===== src/rtl/coprocessor_unit.sv =====
// coprocessor_unit: 33-clock unsigned 32-bit multiply (low word) / divide (quotient) coprocessor.
// Divider and alu are built only when COPROC_DIV_EN is defined; otherwise op=1 returns 0.
module adder (
    input  logic [31:0] a_i,
    input  logic [31:0] b_i,
    output logic [31:0] sum_o
);
    assign sum_o = a_i + b_i;
endmodule

`ifdef COPROC_DIV_EN
module alu (
    input  logic [31:0] a_i,
    input  logic [31:0] b_i,
    input  logic        sub_i,
    output logic [31:0] y_o,
    output logic        carry_o
);
    assign {carry_o, y_o} = {1'b0, a_i} + {1'b0, sub_i ? ~b_i : b_i} + {32'b0, sub_i};
endmodule
`endif

module coprocessor_unit (
    input  logic        clk,
    input  logic        reset,
    input  logic        start,
    input  logic [31:0] a,
    input  logic [31:0] b,
    input  logic        op,
    output logic        done,
    output logic [31:0] result
);
    typedef enum logic [1:0] {IDLE, BUSY, DONE} state_t;
    state_t      state_q, state_d;
    logic [4:0]  cnt_q, cnt_d;
    logic        last_q, last_d, op_q, op_d, done_q, done_d;
    logic [31:0] acc_q, acc_d, x_q, x_d, y_q, y_d, result_q, result_d;
    logic [31:0] sum, acc_step, x_step, y_step, quot;

    adder u_adder (.a_i(acc_q), .b_i(y_q[0] ? x_q : 32'h0), .sum_o(sum));

`ifdef COPROC_DIV_EN
    logic [31:0] rem_sh, diff;
    logic        carry, ge;
    assign rem_sh = {acc_q[30:0], x_q[31]};
    alu u_alu (.a_i(rem_sh), .b_i(y_q), .sub_i(1'b1), .y_o(diff), .carry_o(carry));
    // The bit shifted out of the remainder is the 33rd bit of the trial dividend
    assign ge       = acc_q[31] | carry;
    assign acc_step = op_q ? (ge ? diff : rem_sh) : sum;
    assign x_step   = {x_q[30:0], op_q & ge};
    assign y_step   = op_q ? y_q : {1'b0, y_q[31:1]};
    assign quot     = x_q;
`else
    assign acc_step = sum;
    assign x_step   = {x_q[30:0], 1'b0};
    assign y_step   = {1'b0, y_q[31:1]};
    assign quot     = 32'h0;
`endif

    always_ff @(posedge clk or posedge reset)
        if (reset) state_q <= IDLE;
        else       state_q <= state_d;

    always_comb
        state_d = state_q == IDLE ? (start ? BUSY : IDLE) :
                  state_q == BUSY ? (last_q ? DONE : BUSY) :
                  (start ? DONE : IDLE);

    always_comb begin
        cnt_d  = cnt_q;
        last_d = last_q;
        op_d   = op_q;
        acc_d  = acc_q;
        x_d    = x_q;
        y_d    = y_q;
        if (state_q == IDLE && start) begin
            cnt_d  = 5'd0;
            last_d = 1'b0;
            op_d   = op;
            acc_d  = 32'h0;
            x_d    = a;
            y_d    = b;
        end else if (state_q == BUSY && !last_q) begin
            cnt_d  = cnt_q + 5'd1;
            last_d = cnt_q == 5'd31;
            acc_d  = acc_step;
            x_d    = x_step;
            y_d    = y_step;
        end
    end

    always_comb begin
        result_d = (state_q == BUSY && last_q) ? (op_q ? quot : acc_q) : result_q;
        done_d   = state_d == DONE;
    end

    always_ff @(posedge clk or posedge reset)
        if (reset) begin
            cnt_q    <= 5'd0;
            last_q   <= 1'b0;
            op_q     <= 1'b0;
            acc_q    <= 32'h0;
            x_q      <= 32'h0;
            y_q      <= 32'h0;
            result_q <= 32'h0;
            done_q   <= 1'b0;
        end else begin
            cnt_q    <= cnt_d;
            last_q   <= last_d;
            op_q     <= op_d;
            acc_q    <= acc_d;
            x_q      <= x_d;
            y_q      <= y_d;
            result_q <= result_d;
            done_q   <= done_d;
        end

    assign done   = done_q;
    assign result = result_q;
endmodule


===== config.mk =====
export PLATFORM = sky130hd
export DESIGN_NAME = coprocessor_unit
export DESIGN_NICKNAME = d
export VERILOG_FILES = /design/src/rtl/coprocessor_unit.sv
export SDC_FILE = /design/constraint.sdc
export NUM_CORES = 1
export LEC_CHECK = 0
export ABC_AREA = 1
export CORE_MARGIN = 8
export CORE_UTILIZATION = 55
export CTS_BUF_LIST = sky130_fd_sc_hd__clkbuf_8
export CTS_CLUSTER_DIAMETER = 40
export DETAILED_ROUTE_END_ITERATION = 7
export HOLD_SLACK_MARGIN = 0.03
export PLACE_DENSITY = 0.83
export SETUP_SLACK_MARGIN = 0.4
export SLEW_MARGIN = 20
export SYNTH_ARGS = -nofsm -noshare
export SYNTH_HDL_FRONTEND = slang
export SYNTH_HIERARCHICAL = 1
export SYNTH_SLANG_ARGS = --single-unit
export TNS_END_PERCENT = 1

===== constraint.sdc =====
create_clock -name clk -period 7.9 [get_ports clk]
set_input_delay 1.58 -clock clk [delete_from_list [all_inputs] [get_ports clk]]
set_output_delay 1.58 -clock clk [all_outputs]
set_load 0.05 [all_outputs]

==> results.md, run 1 <==
- The flow ran to the end, and the final reports show no timing, DRC or antenna violations.
- The post-detailed-route via-to-cell ratio is 5.14.
- The critical hold path startpoint is y_q[30].
- Yosys printed 6 warnings.
- The number of instances resized during post-cts repair is 0.
- The deepest clock path buffer count is 2.
- For the final routed database, the setup TNS stands at 0 ns.
- The final number of setup-violating endpoints is 0.
- The number of hold violations in the final report came to 0.
- A synthesized cell averages 6.73 µm².
- The worst path meets setup with 3.70 ns of slack.
- The endpoint kind of the worst setup timing path is a flop.
- Of all nets on the critical path, the largest fanout is 73.
- In this run the register-to-register setup slack is 4.91 ns.
- By startpoint and endpoint, the worst setup path is classified as in2reg.
- For this block, the initial DRC count from the detailed router was 616.
- The die boundary width is 143 µm.
- The cell area after synthesis is 8870 µm².
- Summed over all layers, the global routing overflow is 0.
- The count of cell types in the netlist is 28.
- The terminus of the critical flop-to-flop path is acc_q[13].
- In the layout the commonest cells are nand2_1 (540), inv_1 (185), nand3_1 (159).
- Between clock sinks in the finished design, the worst skew comes to 0.0126 ns.
- The tree is rooted in a clkbuf_8.
- The number of synthesized register bits is 138.
- The path depth of the worst reg2reg path is 6.
- In this run, synthesis inferred 0 flip-flops with an integrated enable.
- The pin count of the biggest net entering global routing is 74.
- For the worst setup path, the data required time is 8.29 ns.
- The kind of start point of the critical path is a primary input.
- Across the run, the number of max-cap violations was 0.
- The clock tree synthesis step divided the H-tree into 4 levels.
- Relative to the synthesized area, the layout overhead comes to 16.2%.
- The maximum clock rate is 0.238 GHz.
- The starting density of the core is 56.0%.
- The peak ir drop on the vdd network is 227 µV.
- The sequential element share of the synthesized area is 38.9%.
- The die outline height is 143 µm.
- In this run the static leakage power is 5.96 nW.
- The number of antenna diodes in the final layout is 0.
- The initial antenna violation count is 0.
- The worst setup slack before clock tree synthesis is 3.26 ns.
- The CTS clock-pin slew for the worst setup and hold paths is 0.08 ns.
- Leaving out fill and tap cells, the most frequent cell in the layout is nand2_1.
- Synthesis produced a netlist with a net count of 1419.
- The proportion of total power due to net switching is 50.5%.
- Combinational logic is responsible for 56.5% of the overall power.
- Cells with a size suffix above 1 make up 5.23% of the layout.
- The final routed wire length divided by cell count is 13.7 µm.
- The number of post-CTS setup repair buffers is 0.
- Among all flip-flop cells after synthesis, the most frequent one is dfrtp_1.
- Internal power comes to 2.07 mW.
- The post-DP HPWL is 16.2 mm.
- For this run, the detailed router's first-pass iteration total came to 6.
- After technology mapping, the gate count stands at 1317.
- The first-pass GRT wire length is 37.0 mm.
- The final number of max-transition violations is 0.
- The number of rows created at floorplan is 46.
- For this block, the routed nets add up to 22.2 mm of wire.
- The final routed DRC violation total is 0.
- The via count of the first global-routing pass was 7891.
- In this run the power spent charging and discharging nets is 2.12 mW.
- Setup repair after global routing left no endpoint under its margin.
- Detailed routing inserted a total of 8295 vias.
- Counting every sink on the clock net gives 138.
- Of the total power, the clock network draws 12.5%.
- Sequential cells account for 31.0% of the total power.
- The end point of the worst hold path is y_q[30].
- The measured slew at the worst slew-check pin is 1.04 ns.
- The minimum clock period is 4.20 ns.
- The core region is 15800 µm².
- Global routing consumed, over all layers together, 22.6% of the routing resources.
- In the finished design, the share of the clock period the worst path needs comes to 53.1%.
- The CTS tree is built.
- In this run the power density over the cells is 407 nW/µm².
- The number of clock buffers added by TritonCTS is 17.
- The worst pin sits at a relative slew slack of 30.3%.
- The post-route antenna net violation count is 0.
- Pin placement for this block handled 101 I/O pins.
- The final-layout fill cell count is 1433.
- The clock reaches the later pin of the worst-skew pair after 0.46 ns.
- The floorplan step defined a die boundary enclosing 20400 µm².
- The reg-to-reg critical path startpoint is last_q.
- The final net count is 1489.
- The worst hold path depth is 2.
- The congestion estimate from routability-driven global placement came to 0.950.
- The number of hold buffers added after CTS is 0.
- The number of buffers inserted by port buffering is 100.
- STA puts the critical path data arrival time at 4.59 ns.
- The path class of the tightest hold or removal check is reg2reg.
- Of all flip-flops after synthesis, the portion carrying an async set or reset was 100%.
worst max-delay path by stage:
| stage | start | endpoint | slack (ns) | cells after the start |
|---|---|---|---|---|
| floorplan | reset | acc_q[0] | 2.62 | 1 |
| global placement | start | y_q[13] | 3.33 | 8 |
| detailed placement | start | x_q[17] | 3.26 | 8 |
| CTS | start | x_q[17] | 3.75 | 8 |
| global route | start | y_q[17] | 3.45 | 8 |
| finish | start | x_q[13] | 3.70 | 8 |
layer usage:
metal,up-vias,part of all wire [%],global-route usage [%],wire [µm]
li1,4203,-,-,-
met1,3787,46,29.8,10200
met2,266,45,35.3,10100
met3,39,6.5,4.84,1450
met4,0,2.1,9.28,465
met5,-,0,0,0
state kept, by name, indices dropped and copies added, names as in the netlist:
| register | count |
|---|---|
| op_q | 1 |
| x_q | 32 |
| y_q | 32 |
| cnt_q | 5 |
| last_q | 1 |
| done | 1 |
| acc_q | 32 |
| result | 32 |
| state_q | 2 |
worst max-delay path: stages:
cell and delay (ns):
clkdlybuf4s50_1 0.39, buf_4 0.26, nand2_2 0.42, buf_4 0.56, nand2_4 0.40, inv_4 0.69, nand2_1 0.13, nand2_1 0.10
synth_stat cells (3+ instances only):
cell type | n | share of area (%)
a21oi_1 | 22 | 1.2
buf_2 | 27 | 1.5
buf_4 | 3 | 0.25
clkbuf_1 | 26 | 1.1
dfrtp_1 | 138 | 39
ha_1 | 33 | 4.7
inv_1 | 186 | 7.9
inv_2 | 4 | 0.17
nand2_1 | 541 | 23
nand2_2 | 15 | 1.1
nand3_1 | 159 | 9.0
nand3_2 | 5 | 0.56
nand3b_1 | 39 | 3.3
nand4_1 | 3 | 0.21
nor2_1 | 44 | 1.9
nor2_2 | 4 | 0.28
nor3_1 | 3 | 0.17
o21ai_0 | 38 | 2.1
xor2_1 | 15 | 1.5
kinds of logic after synthesis:
| logic type | Yosys count | synth area share, % |
|---|---|---|
| compound gates | 64 | 3.74 |
| simple gates | 817 | 39.8 |
| xor+xnor | 17 | 1.68 |
| flops | 138 | 38.9 |
| fa+ha+maj | 34 | 4.88 |
| buf+inv | 247 | 11.0 |
stage by stage:
stage                     instance area, µm²  total power, mW  hold slack (ns)  std cells  util [%]
after floorplan                         8870             3.06            0.448       1317         -
after global placement                  9950             3.59            0.460       1584      62.9
after detailed placement                9950             3.67            0.466       1584      62.9
after CTS                              10300             4.21            0.488       1613      65.1
after global routing                   10300             4.58            0.506       1613      65.1
final                                  10300             4.19            0.488       1613      65.1
power groups by stage:
stage	clock network [mW]	registers, mW	logic, mW
CTS	0.535	1.29	2.38
global route	0.560	1.34	2.68
detailed placement	0	1.30	2.37
global placement	0	1.29	2.30
finish	0.525	1.30	2.37
floorplan	0	1.46	1.60
final cells by class:
type | instances | area (µm²) | share of cell area, %
inverter | 191 | 724 | 7.03
timing repair buffer | 107 | 1050 | 10.2
tap | 216 | 270 | 2.62
multi-input combinational | 932 | 4450 | 43.2
sequential | 138 | 3450 | 33.5
clock buffer | 18 | 248 | 2.40
clock inverter | 11 | 101 | 0.984
(Power assumes the default switching activity.)
==> inputs of run 2 (changes only) <==
clock period = 4.4 ns   (was 7.9 ns; I/O delays follow)
==> run 2 against run 1 <==
Highest routed layer unchanged. Clock power increased by 100%. Count of clock-buffer cells in the layout increased by 1. Non-clock buffer count increased by 3. Via count increased by 0.11%. Core utilization increased by 0.55 points. Final cell count increased by 0.31%.
==> results.md, run 2 (synthesized netlist as in run 1, its figures left out) <==
- The flow ran to the end, and the final reports show no timing, DRC or antenna violations.
- The post-DP HPWL is 16.2 mm (+0.13%).
- The clock sink count was 138 (unchanged).
- The total negative slack is 0 ns (unchanged).
- The routed design could run at a clock period as short as 2.58 ns.
- In this run the worst setup path terminates at acc_q[20].
- The CTS clock-pin slew for the worst setup and hold paths is 0.08 ns (about the same).
- The final-layout fill cell count is 1463 (+2.1%).
- The full die area is 20400 µm² (unchanged).
- The worst hold path belongs to the class reg2reg.
- The final routed DRC violation total is 0 (unchanged).
- The antenna diode count came to 0 (unchanged).
- The worst setup path is launched from a primary input.
- The maximum fanout along the worst path is 73 (unchanged).
- The number of max-cap violations is 0 (unchanged).
- The standard cell core area is 15800 µm² (unchanged).
- The standard cell area after detailed placement is 9990 µm² (+0.34%).
- The path depth of the worst reg2reg path is 16 (+10).
- The pin count of the biggest net entering global routing is 139 (+88%).
- The number of post-CTS setup repair buffers came to 0 (unchanged).
- CTS placed an instance of clkbuf_8 at the clock tree root.
- The final routed wire length divided by cell count is 13.9 µm (+0.77%).
- The worst setup slack after layout was 1.82 ns (-1.89 ns).
- The top-level I/O count is 101 (unchanged).
- TritonCTS built the clock tree.
- The worst setup slack before clock tree synthesis is 1.34 ns (-1.92 ns).
- The critical path class is in2reg.
- The post-route cell area is 10400 µm² (+0.85%).
- The area of the multi-input gates is 4450 µm² (unchanged).
- The worst setup path is captured at a flop.
- Derived from the worst setup path, the maximum achievable clock frequency is 0.387 GHz.
- Compared with the post-synthesis result, the final layout area differs by 17.1%.
- The cell leakage power was 6.01 nW (+0.75%).
- The via count of the first global-routing pass is 7847 (-0.56%).
- The initial antenna violation count is 0 (unchanged).
- The arrival time of the worst setup path came to 2.94 ns (-1.65 ns).
- The final number of setup-violating endpoints is 0 (unchanged).
- The sequential cell area in the final layout was 3450 µm² (unchanged).
- The last weighted congestion value of the routability-driven placer is 0.938 (-1.3%).
- The number of hold buffers added after CTS came to 0 (unchanged).
- The share of layout cells above drive strength 1 is 5.56% (+0.34 points).
- The H-tree depth reported by CTS was 4 (unchanged).
- The post-route antenna net violation count is 0 (unchanged).
- The measured slew at the worst slew-check pin is 1.11 ns (+0.0681 ns).
- The final worst clock skew is 0.0126 ns (+0.0000147 ns).
- The cell area power density is 740 nW/µm² (+82%).
- The number of instances resized during post-cts repair is 0 (unchanged).
- The final worst-path cycle share is 58.7%.
- The number of rows created at floorplan was 46 (unchanged).
- Setup repair after global routing left no endpoint under its margin.
- The overall overflow remaining after global route is 0 (unchanged).
- Leaving out fill and tap cells, the most frequent cell in the layout is nand2_1.
- The starting density of the core was 56.0% (unchanged).
- The peak ir drop on the vdd network was 385 µV (+69%).
- The final net count was 1492 (+0.20%).
- The overall routing resource usage was 23.0% (+0.43 points).
- The number of hold violations in the final report is 0 (unchanged).
- The relative slew slack is 25.7% (-4.5 points).
- The clock latency of the later-clocked register in the worst-skew pair was 0.47 ns (about the same).
- The final number of max-transition violations is 0 (unchanged).
- The worst register-to-register path begins at y_q[0].
- The deepest clock path buffer count is 2 (unchanged).
- The minimum setup slack among reg-to-reg paths is 1.90 ns (-3.01 ns).
- The number of buffers created by CTS is 17 (unchanged).
- The data required time of the worst path is 4.75 ns (-3.54 ns).
- The die boundary width is 143 µm (unchanged).
- The die outline height is 143 µm (unchanged).
- The worst register-to-register path ends at acc_q[30].
- The via count is 8304 (+0.11%).
- The top cell types in the final layout, fill and taps aside, are nand2_1 (540), inv_1 (185), nand3_1 (159).
- The sum of routed wire length over all layers is 22.4 mm (+1.1%).
- The timing startpoint of the critical path is start.
- The first-pass GRT wire length is 37.6 mm (+1.7%).
- The number of buffers inserted by port buffering is 100 (unchanged).
- The post-detailed-route via-to-cell ratio is 5.13 (-0.20%).
- The number of violations reported at the end of detailed-routing iteration 0 is 669 (+8.6%).
- The number of optimization iterations in the first detailed-route pass came to 5 (-1).
==> run 2: cell types whose count changed in the layout (fill, tap and decap cells not counted), sizes merged <==
cell / change
buf: +3
bufinv: +1
clkbuf: +1
clkinv: +1
clkinvlp: -1
==> run 2: how the worst min path moves through the flow <==
stage / from / endpoint / slack, ns / depth (start not counted)
floorplan: cnt_q[4] / cnt_q[4] / 0.45 / 2
global placement: cnt_q[4] / cnt_q[4] / 0.46 / 2
detailed placement: y_q[15] / y_q[15] / 0.46 / 2
CTS: y_q[30] / y_q[30] / 0.49 / 2
global route: y_q[29] / y_q[29] / 0.51 / 2
finish: y_q[28] / y_q[28] / 0.49 / 2
==> run 2: routing by layer <==
layer	share of wire (%)	global-route usage, %
met1	47	30.8
met2	45	36.8
met3	5.7	4.31
met4	2.0	7.72
met5	0	0
==> run 2: worst max-delay path, stage by stage <==
cell             delay [ns]
clkdlybuf4s50_1        0.45
buf_4                  0.37
nand2_2                0.16
nand2_4                0.40
inv_4                  0.38
nand2_1                0.17
nand2_1                0.06
==> run 2: where the power goes <==
part | switching (mW) | internal, mW | total [mW] | leakage [nW]
logic | 2.90 | 1.42 | 4.32 | 4.05
clock network | 0.528 | 0.536 | 1.06 | 0.199
registers | 0.437 | 1.87 | 2.31 | 1.76
==> run 2: through the flow <==
| step | hold slack [ns] | power, mW | std cells | util (%) |
|---|---|---|---|---|
| 6_report | 0.488 | 7.69 | 1618 | 65.6 |
| 2_1_floorplan | 0.448 | 5.50 | 1317 | - |
| 3_5_place_dp | 0.465 | 6.64 | 1587 | 63.1 |
| 5_1_grt | 0.509 | 8.37 | 1618 | 65.6 |
| 3_3_place_gp | 0.460 | 6.49 | 1587 | 63.1 |
| 4_1_cts | 0.491 | 7.72 | 1618 | 65.6 |
==> run 2: area by class of cell <==
type / count / area share [%]
well taps: 216 / 2.60
inverters: 191 / 6.96
multi-input cells: 932 / 42.8
clock inverters: 12 / 1.36
flip-flops and latches: 138 / 33.2
repair buffers: 110 / 10.5
clock buffers: 19 / 2.52
==> inputs of run 3 (changes only) <==
clock period = 2.62 ns   (was 4.4 ns; I/O delays follow)
==> run 3 against run 2 <==
Total power is 84% higher. Critical endpoint is now acc_q[23]. Worst setup slack got worse by 1.4 ns. First-iteration DRC count is 23% higher. Flip-flop and latch count unchanged. Die area stayed put. Design area rose by 6.9%. Sequential share of layout area is 2.1 points lower.
==> results.md, run 3 (synthesized netlist as in run 1, its figures left out) <==
- The worst hold slack is 0.304 ns (-0.184 ns).
- The CTS clock-pin slew for the worst setup and hold paths was 0.08 ns (about the same).
- The cell leakage power is 6.14 nW (+2.3%).
- The cell area power density is 1270 nW/µm² (+72%).
- TritonCTS built the clock tree.
- The maximum clock rate is 0.447 GHz.
- The last weighted congestion value of the routability-driven placer came to 0.960 (+2.4%).
- The die boundary width is 143 µm (unchanged).
- The measured slew at the worst slew-check pin is 0.522 ns (-0.591 ns).
- STA classifies the critical path endpoint as a flop.
- In the finished design, the share of the clock period the worst path needs comes to 85.4%.
- The number of rows created at floorplan is 46 (unchanged).
- By instance count, the cell type seen most on the critical path is nand2_1.
- The number of hold violations in the final report is 0 (unchanged).
- The full die area is 20400 µm² (unchanged).
- The final number of max-transition violations is 0 (unchanged).
- The maximum fanout along the worst path came to 19 (-74%).
- The fraction of the core area covered by cells at the end of the flow is 70.2% (+4.6 points).
- The relative slew slack was 65.1% (+39 points).
- The run finished with clean final reports.
- The number of max-cap violations is 0 (unchanged).
- The via count is 8694 (+4.7%).
- The overall routing resource usage came to 23.5% (+0.49 points).
- The deepest clock path buffer count was 2 (unchanged).
- The library cells used most frequently in the layout, excluding fill and tap cells, are nand2_1 (513), inv_1 (181), nand3_1 (156).
- The standard cell core area came to 15800 µm² (unchanged).
- The post-detailed-route via-to-cell ratio is 5.30 (+3.2%).
- The worst-path cell with the longest stage delay is dfrtp_2.
- The share of layout cells above drive strength 1 is 13.6% (+8.1 points).
- The kind of start point of the critical path is a flop.
- The via count of the first global-routing pass is 7986 (+1.8%).
- The critical path in this run is classified as reg2reg.
- The pin count of the biggest net entering global routing is 72 (-48%).
- The final routed wire length divided by cell count came to 15.1 µm (+9.3%).
- The clock root buffer is clkbuf_8.
- The final net count came to 1514 (+1.5%).
- The peak ir drop on the vdd network came to 703 µV (+83%).
- The post-DP HPWL is 17.3 mm (+6.6%).
- The area of the multi-input gates came to 4960 µm² (+11%).
- The data required time of the worst path was 3.02 ns (-1.73 ns).
- The H-tree depth reported by CTS is 4 (unchanged).
- The antenna diode count came to 0 (unchanged).
- The final worst clock skew is 0.0148 ns (+0.00218 ns).
- The worst stage delay on the critical path was 0.46 ns (about the same).
- The sequential cell area in the final layout is 3450 µm² (about the same).
- The clock period could shrink to 2.24 ns.
- The starting density of the core was 56.0% (unchanged).
- The final routed DRC violation total is 0 (unchanged).
- The number of buffers created by CTS came to 17 (unchanged).
- The final number of setup-violating endpoints is 0 (unchanged).
- The total negative slack is 0 ns (unchanged).
- On the critical path the largest part of the delay comes from simple AND/OR/NAND/NOR gates.
- The first-pass GRT wire length is 38.3 mm (+1.9%).
- The path depth of the worst reg2reg path is 15 (-1).
- The final-layout fill cell count was 1290 (-12%).
- The minimum setup slack among reg-to-reg paths came to 0.38 ns (-1.52 ns).
- The reg-to-reg critical path startpoint is y_q[0].
- The min-delay analysis places its worst path in the category in2async.
- The number of buffers inserted by port buffering is 100 (unchanged).
- The clock sink count is 138 (unchanged).
- The top-level I/O count came to 101 (unchanged).
- The post-route antenna net violation count came to 0 (unchanged).
- The number of violations reported at the end of detailed-routing iteration 0 is 821 (+23%).
- The number of buffer and inverter stages on the critical path is 3 (unchanged).
- The initial antenna violation count is 0 (unchanged).
- The clock latency of the later-clocked register in the worst-skew pair is 0.47 ns (about the same).
- The number of hold buffers added after CTS is 0 (unchanged).
- The terminus of the critical flop-to-flop path is acc_q[23].
- The sum of routed wire length over all layers was 24.9 mm (+11%).
- The number of optimization iterations in the first detailed-route pass is 5 (unchanged).
- The arrival time of the worst setup path is 2.64 ns (-0.30 ns).
- The overall overflow remaining after global route is 0 (unchanged).
- Setup repair after global routing could not meet its margin everywhere.
- The library cell used most frequently in the layout, excluding fill and tap cells, is nand2_1.
- Traced cell by cell, the critical path runs through buf_12 > nand2_1 > inv_1 > ha_4 > nand2_2 > buf_4 > nor3_2 > nand2_1 > nand2_2 > nand2_2 > nand2_1 > nand2_1 > nand2_1 > nand2_1 > nand2_1.
- The area growth from synthesis to layout is 25.3%.
- The die outline height is 143 µm (unchanged).
## run 3: how the worst max path moves through the flow
| stage | start | endpoint | slack, ns | cells after the start |
|---|---|---|---|---|
| after detailed placement | y_q[0] | acc_q[20] | 0.30 | 17 |
| after floorplan | reset | acc_q[0] | 0.37 | 1 |
| final | y_q[0] | acc_q[23] | 0.38 | 15 |
| after global routing | y_q[0] | acc_q[24] | 0.26 | 14 |
| after CTS | y_q[0] | acc_q[20] | 0.40 | 17 |
| after global placement | y_q[0] | acc_q[20] | 0.36 | 17 |
## run 3: final cells by class
| cell class | instances | share of cell area [%] |
|---|---|---|
| inverters | 191 | 6.51 |
| clock inverters | 14 | 1.19 |
| well taps | 216 | 2.43 |
| repair buffers | 132 | 11.9 |
| flip-flops and latches | 138 | 31.1 |
| clock buffers | 18 | 2.23 |
| multi-input cells | 932 | 44.6 |
## run 3: per-stage QoR
stage / instances / worst slack [ns] / power, mW / cell area (µm²)
4_1_cts: 1630 / 0.400 / 13.1 / 10500
3_3_place_gp: 1595 / 0.362 / 11.1 / 10100
6_report: 1641 / 0.382 / 14.1 / 11100
3_5_place_dp: 1595 / 0.297 / 11.3 / 10100
2_1_floorplan: 1317 / 0.375 / 9.23 / 8870
5_1_grt: 1641 / 0.265 / 15.2 / 11100
## run 3: power by group
group | internal (mW) | total [mW] | switching, mW
Sequential | 3.14 | 3.98 | 0.840
Clock | 0.857 | 1.73 | 0.869
Combinational | 3.06 | 8.41 | 5.35
## run 3: metal layers
layer  vias to the layer above  share of wire [%]  GRT usage (%)
li1                       4251                  -              -
met5                         -                  0              0
met4                         0                3.6           11.1
met3                        65                7.6           4.64
met1                      4012                 43           30.8
met2                       366                 45           36.7
## run 3: what timing repair did
| item | in CTS | in global routing |
|---|---|---|
| pin swaps | 1 | 23 |
| cloned | 0 | 1 |
| setup buffers | 3 | 10 |
| setup endpoints to repair | 7 | 22 |
| gates resized for setup | 3 | 119 |
